<file path="src/rtl/mips_ctrl_pkg.sv">
// Shared control-path definitions for the MIPS pipeline control unit:
// opcodes, ALU op codes, operand-source and PC-source encodings, and the
// packed control word carried through the stage registers.
package mips_ctrl_pkg;

  localparam int REG_ADDR_W = 5;
  localparam int ALUOP_W    = 3;
  localparam int OPCODE_W   = 6;

  localparam logic [OPCODE_W-1:0] OP_R    = 6'h00;
  localparam logic [OPCODE_W-1:0] OP_J    = 6'h02;
  localparam logic [OPCODE_W-1:0] OP_BEQ  = 6'h04;
  localparam logic [OPCODE_W-1:0] OP_BNE  = 6'h05;
  localparam logic [OPCODE_W-1:0] OP_ADDI = 6'h08;
  localparam logic [OPCODE_W-1:0] OP_SUBI = 6'h09;
  localparam logic [OPCODE_W-1:0] OP_SLTI = 6'h0A;
  localparam logic [OPCODE_W-1:0] OP_ANDI = 6'h0C;
  localparam logic [OPCODE_W-1:0] OP_ORI  = 6'h0D;
  localparam logic [OPCODE_W-1:0] OP_XORI = 6'h0E;
  localparam logic [OPCODE_W-1:0] OP_LW   = 6'h23;
  localparam logic [OPCODE_W-1:0] OP_SW   = 6'h2B;

  localparam logic [ALUOP_W-1:0] ALU_ADD = 3'd0;
  localparam logic [ALUOP_W-1:0] ALU_SUB = 3'd1;
  localparam logic [ALUOP_W-1:0] ALU_AND = 3'd2;
  localparam logic [ALUOP_W-1:0] ALU_OR  = 3'd3;
  localparam logic [ALUOP_W-1:0] ALU_XOR = 3'd4;
  localparam logic [ALUOP_W-1:0] ALU_SLT = 3'd5;
  localparam logic [ALUOP_W-1:0] ALU_R   = 3'd7;

  localparam logic [1:0] SRC_REG  = 2'd0;
  localparam logic [1:0] SRC_SEXT = 2'd1;
  localparam logic [1:0] SRC_ZEXT = 2'd2;

  localparam logic [1:0] PC_SEL_SEQ = 2'd0;
  localparam logic [1:0] PC_SEL_BR  = 2'd1;
  localparam logic [1:0] PC_SEL_JMP = 2'd2;

  typedef struct packed {
    logic               reg_dst;
    logic               j;
    logic               beq;
    logic               bne;
    logic               mem_read;
    logic               mem_to_reg;
    logic               mem_write;
    logic               reg_write;
    logic [1:0]         alu_src;
    logic [ALUOP_W-1:0] alu_op;
  } ctrl_word_t;

  localparam ctrl_word_t CTRL_BUBBLE = '0;

endpackage

</file>
<file path="src/rtl/pipe_ctrl_unit_decoder.sv">
// Combinational ID-stage opcode decode into a control word, plus the
// rs/rt usage flags consumed by the load-use hazard check.
// CTRL_ILLEGAL_TRAP_EN adds an illegal-opcode indication output.
module ctrl_decoder
  import mips_ctrl_pkg::*;
(
  input  logic                id_valid_i,
  input  logic [OPCODE_W-1:0] opcode_i,
  output ctrl_word_t          word_o,
  output logic                rs_used_o,
  output logic                rt_used_o
`ifdef CTRL_ILLEGAL_TRAP_EN
  ,
  output logic                illegal_o
`endif
);

  logic known;

  // Opcode table; unknown opcodes and empty slots decode to a bubble.
  always_comb begin
    word_o    = CTRL_BUBBLE;
    rs_used_o = 1'b0;
    rt_used_o = 1'b0;
    known     = 1'b1;
    if (id_valid_i) begin
      rs_used_o = 1'b1;
      case (opcode_i)
        OP_R:    begin word_o.reg_dst = 1'b1; word_o.reg_write = 1'b1;
                       word_o.alu_op = ALU_R; rt_used_o = 1'b1; end
        OP_J:    begin word_o.j = 1'b1; rs_used_o = 1'b0; end
        OP_BEQ:  begin word_o.beq = 1'b1; word_o.alu_op = ALU_SUB; rt_used_o = 1'b1; end
        OP_BNE:  begin word_o.bne = 1'b1; word_o.alu_op = ALU_SUB; rt_used_o = 1'b1; end
        OP_ADDI: begin word_o.reg_write = 1'b1; word_o.alu_src = SRC_SEXT;
                       word_o.alu_op = ALU_ADD; end
        OP_SUBI: begin word_o.reg_write = 1'b1; word_o.alu_src = SRC_SEXT;
                       word_o.alu_op = ALU_SUB; end
        OP_SLTI: begin word_o.reg_write = 1'b1; word_o.alu_src = SRC_SEXT;
                       word_o.alu_op = ALU_SLT; end
        OP_ANDI: begin word_o.reg_write = 1'b1; word_o.alu_src = SRC_ZEXT;
                       word_o.alu_op = ALU_AND; end
        OP_ORI:  begin word_o.reg_write = 1'b1; word_o.alu_src = SRC_ZEXT;
                       word_o.alu_op = ALU_OR; end
        OP_XORI: begin word_o.reg_write = 1'b1; word_o.alu_src = SRC_ZEXT;
                       word_o.alu_op = ALU_XOR; end
        OP_LW:   begin word_o.mem_read = 1'b1; word_o.mem_to_reg = 1'b1;
                       word_o.reg_write = 1'b1; word_o.alu_src = SRC_SEXT;
                       word_o.alu_op = ALU_ADD; end
        OP_SW:   begin word_o.mem_write = 1'b1; word_o.alu_src = SRC_SEXT;
                       word_o.alu_op = ALU_ADD; rt_used_o = 1'b1; end
        default: begin known = 1'b0; rs_used_o = 1'b0; end
      endcase
    end
  end

`ifdef CTRL_ILLEGAL_TRAP_EN
  assign illegal_o = id_valid_i & ~known;
`else
  logic unused_known;
  assign unused_known = known;
`endif

endmodule

</file>
<file path="src/rtl/pipe_ctrl_unit.sv">
// Pipelined control unit: decodes ID, carries control through ID/EX,
// EX/MEM and MEM/WB, and resolves load-use stalls and branch/jump
// redirects with priority branch > load-use > jump.
// CTRL_ILLEGAL_TRAP_EN adds the sticky illegal_op output.
module pipe_ctrl_unit
  import mips_ctrl_pkg::*;
(
  input  logic                  clk,
  input  logic                  reset,
  input  logic                  id_valid,
  input  logic [OPCODE_W-1:0]   id_opcode,
  input  logic [REG_ADDR_W-1:0] id_rs,
  input  logic [REG_ADDR_W-1:0] id_rt,
  input  logic                  ex_zero,
  output logic                  pc_stall,
  output logic                  ifid_stall,
  output logic                  ifid_flush,
  output logic [1:0]            pc_sel,
  output logic                  ex_reg_dst,
  output logic [1:0]            ex_alu_src,
  output logic [ALUOP_W-1:0]    ex_alu_op,
  output logic                  ex_beq,
  output logic                  ex_bne,
  output logic                  mem_read,
  output logic                  mem_write,
  output logic                  wb_reg_write,
  output logic                  wb_mem_to_reg
`ifdef CTRL_ILLEGAL_TRAP_EN
  ,
  output logic                  illegal_op
`endif
);

  ctrl_word_t            id_word;
  ctrl_word_t            id_ex_q, id_ex_d;
  logic [REG_ADDR_W-1:0] id_ex_rt_q, id_ex_rt_d;
  logic                  rs_used, rt_used;
  logic                  ex_mem_rd_q, ex_mem_wr_q, ex_mem_rw_q, ex_mem_m2r_q;
  logic                  mem_wb_rw_q, mem_wb_m2r_q;
  logic                  bt, hz, jp;

`ifdef CTRL_ILLEGAL_TRAP_EN
  logic id_illegal;
  logic illegal_q;
`endif

  ctrl_decoder u_dec (
    .id_valid_i (id_valid),
    .opcode_i   (id_opcode),
    .word_o     (id_word),
    .rs_used_o  (rs_used),
    .rt_used_o  (rt_used)
`ifdef CTRL_ILLEGAL_TRAP_EN
    ,
    .illegal_o  (id_illegal)
`endif
  );

  // Redirect/hazard events are suppressed while reset is held so the
  // control outputs read as idle during reset.
  assign bt = ~reset & ((id_ex_q.beq & ex_zero) | (id_ex_q.bne & ~ex_zero));
  assign hz = ~reset & id_ex_q.mem_read & (id_ex_rt_q != '0) &
              (((id_ex_rt_q == id_rs) & rs_used) | ((id_ex_rt_q == id_rt) & rt_used));
  assign jp = ~reset & id_word.j;

  // Front-end control and ID/EX next value under bt > hz > jp priority.
  always_comb begin
    pc_sel     = PC_SEL_SEQ;
    pc_stall   = 1'b0;
    ifid_flush = 1'b0;
    id_ex_d    = id_word;
    id_ex_rt_d = id_rt;
    if (bt) begin
      pc_sel     = PC_SEL_BR;
      ifid_flush = 1'b1;
      id_ex_d    = CTRL_BUBBLE;
      id_ex_rt_d = '0;
    end else if (hz) begin
      pc_stall   = 1'b1;
      id_ex_d    = CTRL_BUBBLE;
      id_ex_rt_d = '0;
    end else if (jp) begin
      pc_sel     = PC_SEL_JMP;
      ifid_flush = 1'b1;
    end
  end

  assign ifid_stall = pc_stall;

  // Stage registers; EX/MEM and MEM/WB advance every cycle.
  always_ff @(posedge clk) begin
    if (reset) begin
      id_ex_q      <= CTRL_BUBBLE;
      id_ex_rt_q   <= '0;
      ex_mem_rd_q  <= 1'b0;
      ex_mem_wr_q  <= 1'b0;
      ex_mem_rw_q  <= 1'b0;
      ex_mem_m2r_q <= 1'b0;
      mem_wb_rw_q  <= 1'b0;
      mem_wb_m2r_q <= 1'b0;
    end else begin
      id_ex_q      <= id_ex_d;
      id_ex_rt_q   <= id_ex_rt_d;
      ex_mem_rd_q  <= id_ex_q.mem_read;
      ex_mem_wr_q  <= id_ex_q.mem_write;
      ex_mem_rw_q  <= id_ex_q.reg_write;
      ex_mem_m2r_q <= id_ex_q.mem_to_reg;
      mem_wb_rw_q  <= ex_mem_rw_q;
      mem_wb_m2r_q <= ex_mem_m2r_q;
    end
  end

  logic unused_j;
  assign unused_j = id_ex_q.j;

  assign ex_reg_dst    = id_ex_q.reg_dst;
  assign ex_alu_src    = id_ex_q.alu_src;
  assign ex_alu_op     = id_ex_q.alu_op;
  assign ex_beq        = id_ex_q.beq;
  assign ex_bne        = id_ex_q.bne;
  assign mem_read      = ex_mem_rd_q;
  assign mem_write     = ex_mem_wr_q;
  assign wb_reg_write  = mem_wb_rw_q;
  assign wb_mem_to_reg = mem_wb_m2r_q;

`ifdef CTRL_ILLEGAL_TRAP_EN
  // Sticky illegal flag; an illegal op squashed by a taken branch is ignored.
  always_ff @(posedge clk) begin
    if (reset)                  illegal_q <= 1'b0;
    else if (id_illegal & ~bt)  illegal_q <= 1'b1;
  end

  assign illegal_op = illegal_q;
`endif

endmodule

</file>
<file path="config.mk">
export PLATFORM = sky130hd
export DESIGN_NAME = pipe_ctrl_unit
export DESIGN_NICKNAME = d
export VERILOG_FILES = /design/src/rtl/mips_ctrl_pkg.sv /design/src/rtl/pipe_ctrl_unit_decoder.sv /design/src/rtl/pipe_ctrl_unit.sv
export SDC_FILE = /design/constraint.sdc
export NUM_CORES = 1
export LEC_CHECK = 0
export CAP_MARGIN = 15
export CORE_MARGIN = 2
export CORE_UTILIZATION = 49
export CTS_BUF_LIST = sky130_fd_sc_hd__clkbuf_4
export DETAILED_ROUTE_END_ITERATION = 12
export PLACE_DENSITY = 0.95
export SYNTH_ARGS = -nofsm -noshare
export SYNTH_HDL_FRONTEND = slang
export SYNTH_SLANG_ARGS = --single-unit
export TNS_END_PERCENT = 50
</file>
<file path="constraint.sdc">
create_clock -name clk -period 6.6 [get_ports clk]
set_clock_uncertainty 0.1 [all_clocks]
set_input_delay 0.99 -clock clk [delete_from_list [all_inputs] [get_ports clk]]
set_output_delay 0.99 -clock clk [all_outputs]
set_load 0.1 [all_outputs]
</file>
==> results of run 1 <==
worst paths after layout:
path | cells past startpoint | endpoint
setup / recovery | 8 | pc_stall
setup reg to reg | 5 | ex_alu_src[0]
hold reg to reg | 1 | mem_write
hold / removal | 1 | mem_write
layout by cell type (no fill, tap or decap), types with 2 or more instances in the layout:
master           netlist  final
a21oi_1                4      4
clkbuf_4               0      3
clkdlybuf4s50_1        0     36
dfxtp_1               21     21
nand2_1               12     12
nand2b_1               2      2
nand3_1                5      5
nor2_1                14     14
nor2b_1               10     10
nor3_1                 7      7
nor4_1                 5      5
o21ai_0                2      2
xnor2_1                2      2
xor2_1                 8      8
power by group through the flow:
stage | Clock [W] | Sequential, W | Combinational, W
2_1_floorplan | 0 | 0.000134 | 0.0000233
5_1_grt | 0.0000695 | 0.000131 | 0.0000444
3_5_place_dp | 0 | 0.000134 | 0.0000408
6_report | 0.0000652 | 0.000131 | 0.0000414
3_3_place_gp | 0 | 0.000134 | 0.0000393
4_1_cts | 0.0000658 | 0.000131 | 0.0000410
stage by stage:
step | std cells | area, um2
6_report | 177 | 1390
5_1_grt | 177 | 1390
4_1_cts | 177 | 1390
3_5_place_dp | 173 | 1360
3_3_place_gp | 173 | 1360
2_1_floorplan | 123 | 1050
kinds of logic (layout without fill, tap and decap cells):
family	after synthesis	in the layout	synth area share, %
and+or+nand+nor	63	63	30.9
xor gates and xnor gates	10	10	8.36
AOI/OAI and AO/OA	13	13	10.8
muxes	1	1	0.956
buffers and inverters	15	42	8.84
DFF	21	21	40.1
cell usage after synthesis, types with 2 or more instances:
master and n:
buf_4 7, xnor2_1 2, o21ai_0 2, buf_2 2, xor2_1 8, nor2b_1 10
nor4_1 5, nor2_1 14, nand3_1 5, a21oi_1 4, clkbuf_1 4, nor3_1 7
nand2b_1 2, nand2_1 12, dfxtp_1 21
layer usage:
metal  up-vias  global-route usage, %  wire (um)
met5         -                      0          0
met4         0                   12.5        108
met3        12                   2.08        188
met2        59                   32.5       1210
met1       437                   25.0        994
li1        467                      -          -
layout make-up:
type,count,area [um2]
flip-flops and latches,21,420
well taps,27,33.8
inverters,1,3.75
clock inverters,1,5.00
repair buffers,37,368
multi-input cells,87,534
clock buffers,3,22.5
fillers,158,594
==> key figures, run 1 <==
Power
  – Switching share of power: 28.0%
  – Leak pwr: around 0.52 nW
  – VDD IR max: 0.0000980 V
  – Design Power: 0.000238 W
  – Flop pwr share: between 50% and 60%
  – Clock share of power: a little over a quarter
  – Combinational Power Share: ~17%
  – Sw Pwr: 0.0000667 W
  – PwrDens: around 170 mW/mm2
  – Cell Int Power: around 0.00017 W

Finish
  – Layout cells sized above 1: around 6.0%
  – Max reg flops: 5
  – Antenna Cells: 0
  – Biggest register: id_ex_rt_q
  – Synthesis-to-layout area growth: 32.5%
  – Layout Utilization: 70.0%
  – Final nets: ~170

Critical path
  – Arr. time, crit path: 4.22 ns
  – CP most frequent cell: clkdlybuf4s50_1
  – Buffer and inverter count on the worst path: 3
  – Worst setup EP type: output pin
  – Critical path peak fanout: 17
  – Cell family with most CP delay: buffers and inverters
  – Data required, critical path: ~5.5 ns
  – Worst setup SP type: primary input
  – Worst Setup Path Type: in2out
  – Crit-path cells: clkdlybuf4s50_1, nand3_1, o32ai_2, nand3_2, a221oi_4, buf_4, nor2b_1, clkdlybuf4s50_1
  – Critical path startpoint: id_opcode[0]
  – Crit Reg-Reg Startpoint: id_ex_rt_q[1]
  – Max stage delay on crit path: approximately 1.2 ns
  – Setup slack, reg-to-reg: between 4 and 5 ns
  – CP max-delay cell: clkdlybuf4s50_1

Route
  – Final ANT Viol Nets: 0
  – Initial drt markers: a little over 60
  – DRC viols: 0
  – Pre-Repair DR Iteration Count: 4
  – Final wirelength: around 2500 um
  – Vias per cell: 5.51
  – Via count: about 1000
  – WL/cell: between 10 and 15 um

Clock network
  – CTS Hold Buffers Added: 0
  – Clk buf depth: 2
  – CTS tree: done
  – Clock transition at path regs: 0.14 ns
  – CTS root buffer: clkbuf_4
  – Clock Latency Late Sink: 0.32 ns
  – Clk sinks: 21
  – Post-CTS Setup Repair Bufs: 0
  – Inserted Clock Buffers: 3
  – Cts repair resizes: 0
  – CTS H-tree depth: 1

Timing
  – Final Max Slew Viols: 0
  – Relative slew slack: around 33%
  – Fmax: 0.188 GHz
  – Hold Slack: between 0.3 and 0.4 ns
  – Worst Setup Slack, final: approximately 1.3 ns
  – Total Neg Setup Slack: 0 ns
  – Worst slew pin tran: approximately 1 ns
  – # setup viols final: 0
  – Fin crit period: between 5 and 6 ns
  – Period utilisation layout: approximately 81%
  – Fin. Hold Viols: 0
  – RSZ-0062 raised after global routing: false

Place
  – GP Congestion: 0.990
  – Final HPWL DP: a little under 2000 um
  – Pre-CTS setup slack: 1.30 ns
  – Port buffer count: 36

Floorplanning
  – # rows: 16
  – Total core area: around 0.0020 mm2
  – IO Pins: 37
  – Die width: between 50 and 60 um
  – Initial Util: between 50% and 60%
  – Chip height: between 50 and 60 um
  – Die footprint: 0.00252 mm2

Synthesis
  – EDFF count, synth: 0
  – Post-Synthesis Cells: 123
  – Post-synth top flop: dfxtp_1
  – Syn. warnings: 0
  – Synthesized area: between 0.001 and 0.0015 mm2
  – Avg Cell Area, Syn: 8.51 um2
  – Seq/Total Area, Yosys: about two fifths
  – Synth top area cells: dfxtp_1 40%, xor2_1 6.7%, nor2b_1 6.0%
  – Area leader, netlist: dfxtp_1
  – Async set-reset flop share out of synthesis: 0%
  – Synth top area share: between 40 and 50%
  – Synthesized flop and latch total: 21
  – Post-synthesis cell type count: 33
  – Mapped Nets: between 100 and 150

GRT
  – Largest net degree at the start of global routing: 18
  – Total gr overflow: 0
  – First-pass GRT wire length: approximately 3700 um
  – Initial antenna violation count: 0
  – Gr usage total: 19.9%
  – Vias in the first global route: between 800 and 900

Run status
  – Status: complete, no violations

Run
  – Max-cap viol count: 0

Worst hold path
  – Hold Path Origin: id_ex_q[6]
  – HP Class: reg2reg
Power figures use the tool's default switching activity.
==> run 2: changes to the inputs <==
- CORE_UTILIZATION: 49 -> 46
- PLACE_DENSITY: 0.95 -> 0.91
- clock period: 6.6 -> 5.17 ns (I/O delays scaled with it)
==> run 2 against run 1 <==
Against the previous run:
- via count fell by 1.7%
- critical endpoint unchanged
- critical path depth is the same
- largest cell class unchanged
- utilization down 7.0 points
- combinational power grew 28%
- routed wire length down 2.8%
- sequential share of layout area rose by 0.14 points
- non-clock buffer count did not move
- clock power is 17% higher
- final area decreased by 0.45%
- die area grew 6.0%
- cell count up 0.56%
==> key figures, run 2 (same netlist as run 1, synthesis figures left out) <==
Route
  – DRC viols: 0 (unchanged)
  – WL/cell: 13.7 um (-3.4%)
  – Vias per cell: 5.38 (-2.3%)
  – Initial drt markers: 32 (-48%)
  – Max Used Layer: met4
  – Via count: 958 (-1.7%)
  – Met1 WL: 971 um (-2.3%)
  – Met3 wire length: 176 um (-6.4%)
  – Pre-Repair DR Iteration Count: 4 (unchanged)
  – Final ANT Viol Nets: 0 (unchanged)
  – Final wirelength: 2440 um (-2.8%)
  – Metal2 WL: 1230 um (+1.6%)

Worst hold path
  – HP Class: reg2reg
  – Worst Hold Depth: 1 (unchanged)
  – Hold Path Origin: id_ex_q[5]
  – Hold endpoint: ex_mem_rw_q

Clock network
  – Clock transition at path regs: 0.11 ns (-0.03 ns)
  – CTS H-tree depth: 1 (unchanged)
  – Cts repair resizes: 0 (unchanged)
  – CTS Hold Buffers Added: 0 (unchanged)
  – Clk buf depth: 2 (unchanged)
  – CTS tree: done
  – Clock Latency Late Sink: 0.30 ns (-0.02 ns)
  – Post-CTS Setup Repair Bufs: 0 (unchanged)
  – Clk sinks: 21 (unchanged)
  – CTS root buffer: clkbuf_4
  – Inserted Clock Buffers: 3 (unchanged)

Place
  – Port buffer count: 36 (unchanged)
  – Final HPWL DP: 1890 um (-3.7%)
  – Pre-CTS setup slack: 1.16 ns (-0.138 ns)
  – GP Congestion: 0.968 (-2.3%)
  – Cells after DPL: 174 (+0.58%)

Finish
  – # fillers: 172 (+8.9%)
  – Area of the multi-input gates: 534 um2 (unchanged)
  – Biggest register: id_ex_rt_q
  – Antenna Cells: 0 (unchanged)
  – Fin cells: 178 (+0.56%)
  – Commonest non-fill, non-tap cell in the layout: clkdlybuf4s50_1
  – Layout cells sized above 1: 8.00% (+2.0 points)
  – Most frequent cells in the layout: 33 x clkdlybuf4s50_1, 21 x dfxtp_1, 14 x nor2_1, 12 x nand2_1, 10 x nor2b_1
  – Sequential cell area: 420 um2 (unchanged)
  – Max reg flops: 5 (unchanged)
  – Final nets: 171 (unchanged)
  – Synthesis-to-layout area growth: 31.9%

Timing
  – Period utilisation layout: about 80%
  – Fmax: roughly 0.25 GHz
  – Fin crit period: around 4 ns
  – Worst slew pin tran: 0.974 ns (-0.0244 ns)
  – Relative slew slack: 34.9% (+1.6 points)
  – Worst Setup Slack, final: 1.13 ns (-0.151 ns)
  – Fin. Hold Viols: 0 (unchanged)
  – Final Max Slew Viols: 0 (unchanged)
  – Total Neg Setup Slack: 0 ns (unchanged)
  – # setup viols final: 0 (unchanged)
  – RSZ-0062 raised after global routing: false

Power
  – VDD IR max: 0.000123 V (+26%)
  – Leak pwr: 0.525 nW (+1.2%)
  – PwrDens: 215 mW/mm2 (+25%)

Critical path
  – Worst setup SP type: primary input
  – Worst Setup Path Type: in2out
  – Worst setup EP type: output pin
  – Data required, critical path: 4.29 ns (-1.22 ns)
  – Setup slack, reg-to-reg: 2.95 ns (-1.46 ns)
  – Arr. time, crit path: 3.16 ns (-1.06 ns)
  – Crit Reg-Reg Startpoint: id_ex_rt_q[1]
  – Critical path peak fanout: 17 (unchanged)
  – Worst r2r dst: ex_alu_src[0]
  – Worst r2r path cells: 5 (unchanged)

Floorplanning
  – # rows: 17 (+1)
  – Die footprint: 0.00267 mm2 (+6.0%)
  – Die width: 51.7 um (+3.0%)
  – Total core area: 0.00219 mm2 (+11%)
  – Initial Util: 47.8% (-5.0 points)
  – Chip height: 51.7 um (+3.0%)
  – IO Pins: 37 (unchanged)

GRT
  – Initial antenna violation count: 0 (unchanged)
  – First-pass GRT wire length: 3870 um (+3.7%)
  – Total gr overflow: 0 (unchanged)
  – Vias in the first global route: 874 (+4.7%)
  – Largest net degree at the start of global routing: 18 (unchanged)
  – Gr usage total: 19.7% (-0.18 points)

Run
  – Max-cap viol count: 0 (unchanged)

Run status
  – Status: complete, no violations
## run 2: final cells by class
cell class | instances | share of cell area (%)
multi-input combinational | 87 | 38.7
inverter | 1 | 0.272
clock buffer | 3 | 1.63
tap | 28 | 2.54
timing repair buffer | 37 | 26.1
sequential | 21 | 30.4
clock inverter | 1 | 0.362
## run 2: layer usage
layer | track usage, % | vias to the layer above
met5 | 0 | -
met4 | 10.1 | 0
met3 | 2.59 | 7
met2 | 33.8 | 51
met1 | 24.1 | 434
li1 | - | 466
## run 2: power by group
part / switching (W) / total [W] / internal [W]
clock network: 0.0000475 / 0.0000763 / 0.0000288
registers: 0.00000272 / 0.000167 / 0.000165
logic: 0.0000282 / 0.0000530 / 0.0000248
## run 2: worst max-delay path by stage
stage          slack [ns]  cells past startpoint         start         to
2_1_floorplan        0.38                      7  id_opcode[5]   pc_stall
3_3_place_gp         1.23                      5  id_opcode[1]  pc_sel[1]
3_5_place_dp         1.16                      8  id_opcode[0]   pc_stall
4_1_cts              1.16                      8  id_opcode[0]   pc_stall
5_1_grt              0.98                      8  id_opcode[0]   pc_stall
6_report             1.13                      8  id_opcode[0]   pc_stall
## run 2: metrics by stage
step           utilization [%]  cell area [um2]  power, W  hold slack [ns]
2_1_floorplan                -             1050  0.000201            0.314
3_3_place_gp              61.8             1350  0.000221            0.323
3_5_place_dp              61.8             1350  0.000223            0.328
4_1_cts                   63.0             1380  0.000297            0.355
5_1_grt                   63.0             1380  0.000312            0.370
6_report                  63.0             1380  0.000297            0.351
## run 2: worst max-delay path: stages
cell	delay [ns]
clkdlybuf4s50_1	0.69
nand3_1	0.25
o32ai_2	0.27
nand3_2	0.12
a221oi_4	0.29
buf_4	0.26
nor2b_1	0.20
buf_4	0.31
==> run 3: changes to the inputs <==
- CORE_UTILIZATION: 46 -> 41
- PLACE_DENSITY: 0.91 -> 0.86
- clock period: 5.17 -> 3.4 ns (I/O delays scaled with it)
==> run 3 against run 2 <==
Against the previous run:
- utilization shrank 3.3 points
- cell count grew 3.4%
- count of clock-buffer cells in the layout is the same
- largest power group unchanged
- largest cell class unchanged
- critical path depth shrank 1
- global-route usage shrank 0.92 points
- routed wire length shrank 0.99%
==> key figures, run 3 (same netlist as run 1, synthesis figures left out) <==
Finish
  – Synthesis-to-layout area growth: 40.0%
  – Commonest non-fill, non-tap cell in the layout: clkdlybuf4s50_1
  – Final Instance Area: 0.00147 mm2 (+6.2%)
  – # fillers: 212 (+23%)
  – Layout Utilization: 59.7% (-3.3 points)
  – Final nets: 175 (+2.3%)
  – Area of the multi-input gates: 542 um2 (+1.4%)
  – Antenna Cells: 0 (unchanged)
  – Layout cells sized above 1: 12.3% (+4.3 points)
  – Biggest register: id_ex_rt_q
  – Max reg flops: 5 (unchanged)
  – Sequential cell area: 420 um2 (unchanged)
  – Most frequent cells in the layout: 31 x clkdlybuf4s50_1, 21 x dfxtp_1, 14 x nor2_1, 12 x nand2_1, 9 x nor2b_1

Clock network
  – Clock Latency Late Sink: 0.31 ns (about the same)
  – Cts repair resizes: 0 (unchanged)
  – Clock transition at path regs: 0.11 ns (about the same)
  – Post-CTS Setup Repair Bufs: 0 (unchanged)
  – Clk sinks: 21 (unchanged)
  – CTS Hold Buffers Added: 0 (unchanged)
  – CTS root buffer: clkbuf_4
  – CTS H-tree depth: 1 (unchanged)
  – Inserted Clock Buffers: 3 (unchanged)
  – CTS tree: done
  – Clk buf depth: 2 (unchanged)

Floorplanning
  – Total core area: 0.00245 mm2 (+12%)
  – Chip height: 54.5 um (+5.5%)
  – Die width: 54.5 um (+5.5%)
  – Die footprint: 0.00297 mm2 (+11%)
  – Initial Util: 42.7% (-5.1 points)
  – # rows: 18 (+1)
  – IO Pins: 37 (unchanged)

Critical path
  – Critical path peak fanout: 9 (-8)
  – Worst Setup Path Type: in2out
  – Arr. time, crit path: 2.57 ns (-0.59 ns)
  – Worst setup EP type: output pin
  – Worst setup SP type: primary input
  – Data required, critical path: 2.79 ns (-1.50 ns)

Timing
  – Hold Slack: 0.352 ns (+0.000708 ns)
  – Period utilisation layout: between 90 and 100%
  – Fin. Hold Viols: 0 (unchanged)
  – Fmax: 0.315 GHz
  – Relative slew slack: 34.7% (-0.20 points)
  – Total Neg Setup Slack: 0 ns (unchanged)
  – # setup viols final: 0 (unchanged)
  – Fin crit period: between 3 and 4 ns
  – Final Max Slew Viols: 0 (unchanged)
  – Worst slew pin tran: 0.977 ns (+0.00298 ns)
  – RSZ-0062 raised after global routing: false

Run status
  – Status: complete, no violations

GRT
  – Initial antenna violation count: 0 (unchanged)
  – First-pass GRT wire length: 3970 um (+2.7%)
  – Gr usage total: 18.8% (-0.92 points)
  – Largest net degree at the start of global routing: 17 (-1)
  – Total gr overflow: 0 (unchanged)
  – Vias in the first global route: 908 (+3.9%)

Route
  – Final ANT Viol Nets: 0 (unchanged)
  – DRC viols: 0 (unchanged)
  – Via count: 973 (+1.6%)
  – Final wirelength: 2410 um (-0.99%)
  – WL/cell: 13.1 um (-4.2%)
  – Vias per cell: 5.29 (-1.7%)
  – Pre-Repair DR Iteration Count: 4 (unchanged)
  – Initial drt markers: 44 (+38%)

Power
  – Flop pwr share: 55.3% (-1.1 points)
  – Clock share of power: 26.3% (+0.6 points)
  – VDD IR max: 0.000248 V (+100%)
  – Leak pwr: 0.559 nW (+6.5%)
  – Design Power: 0.000460 W (+55%)
  – Sw Pwr: 0.000125 W (+59%)
  – Combinational Power Share: 18.4% (+0.5 points)
  – Cell Int Power: 0.000335 W (+54%)
  – Switching share of power: 27.1% (+0.70 points)
  – PwrDens: 314 mW/mm2 (+46%)

Place
  – Final HPWL DP: 1930 um (+2.2%)
  – GP Congestion: 1.01 (+4.6%)
  – Port buffer count: 36 (unchanged)
  – Cell Area, Placed: 0.00144 mm2 (+6.3%)

Run
  – Max-cap viol count: 0 (unchanged)

Worst hold path
  – HP Class: reg2reg
==> run 3: per-stage QoR <==
stage | worst slack (ns) | instances
after detailed placement | 0.235 | 180
final | 0.221 | 184
after global placement | 0.302 | 180
after global routing | 0.130 | 184
after floorplan | 0.0660 | 123
after CTS | 0.231 | 184
==> run 3: path summary, 6_finish.rpt <==
kind / start / to / slack [ns] / cells past startpoint
hold reg to reg: id_ex_q[5] / ex_mem_rw_q / 0.35 / 1
hold / removal: id_ex_q[5] / ex_mem_rw_q / 0.35 / 1
setup / recovery: id_opcode[5] / pc_stall / 0.22 / 7
setup reg to reg: id_ex_rt_q[1] / ex_alu_src[0] / 1.23 / 5
==> run 3: area by class of cell <==
cell class                 count  share of cell area, %
clock inverter                 1                  0.341
timing repair buffer          41                   29.7
multi-input combinational     87                   36.9
clock buffer                   3                   1.54
sequential                    21                   28.7
tap                           30                   2.56
inverter                       1                  0.256
==> run 3: per-layer routing <==
metal / vias to the layer above / global-route usage [%] / share of wire (%)
li1: 476 / - / -
met1: 452 / 22.6 / 40
met2: 38 / 31.9 / 51
met3: 7 / 4.37 / 6.8
met4: 0 / 7.92 / 2.0
met5: - / 0 / 0
==> run 3: power by group through the flow <==
stage / sequential [W] / clock, W / combinational [W]
6_report: 0.000254 / 0.000121 / 0.0000848
4_1_cts: 0.000254 / 0.000119 / 0.0000841
3_3_place_gp: 0.000260 / 0 / 0.0000809
2_1_floorplan: 0.000261 / 0 / 0.0000452
5_1_grt: 0.000255 / 0.000133 / 0.0000911
3_5_place_dp: 0.000260 / 0 / 0.0000838
==> run 3: worst max-delay path: stages <==
cell             delay, ns
clkdlybuf4s50_1       0.54
or3_1                 0.46
o32ai_2               0.15
nand3_2               0.13
a221oi_4              0.34
nor2b_4               0.26
buf_12                0.19
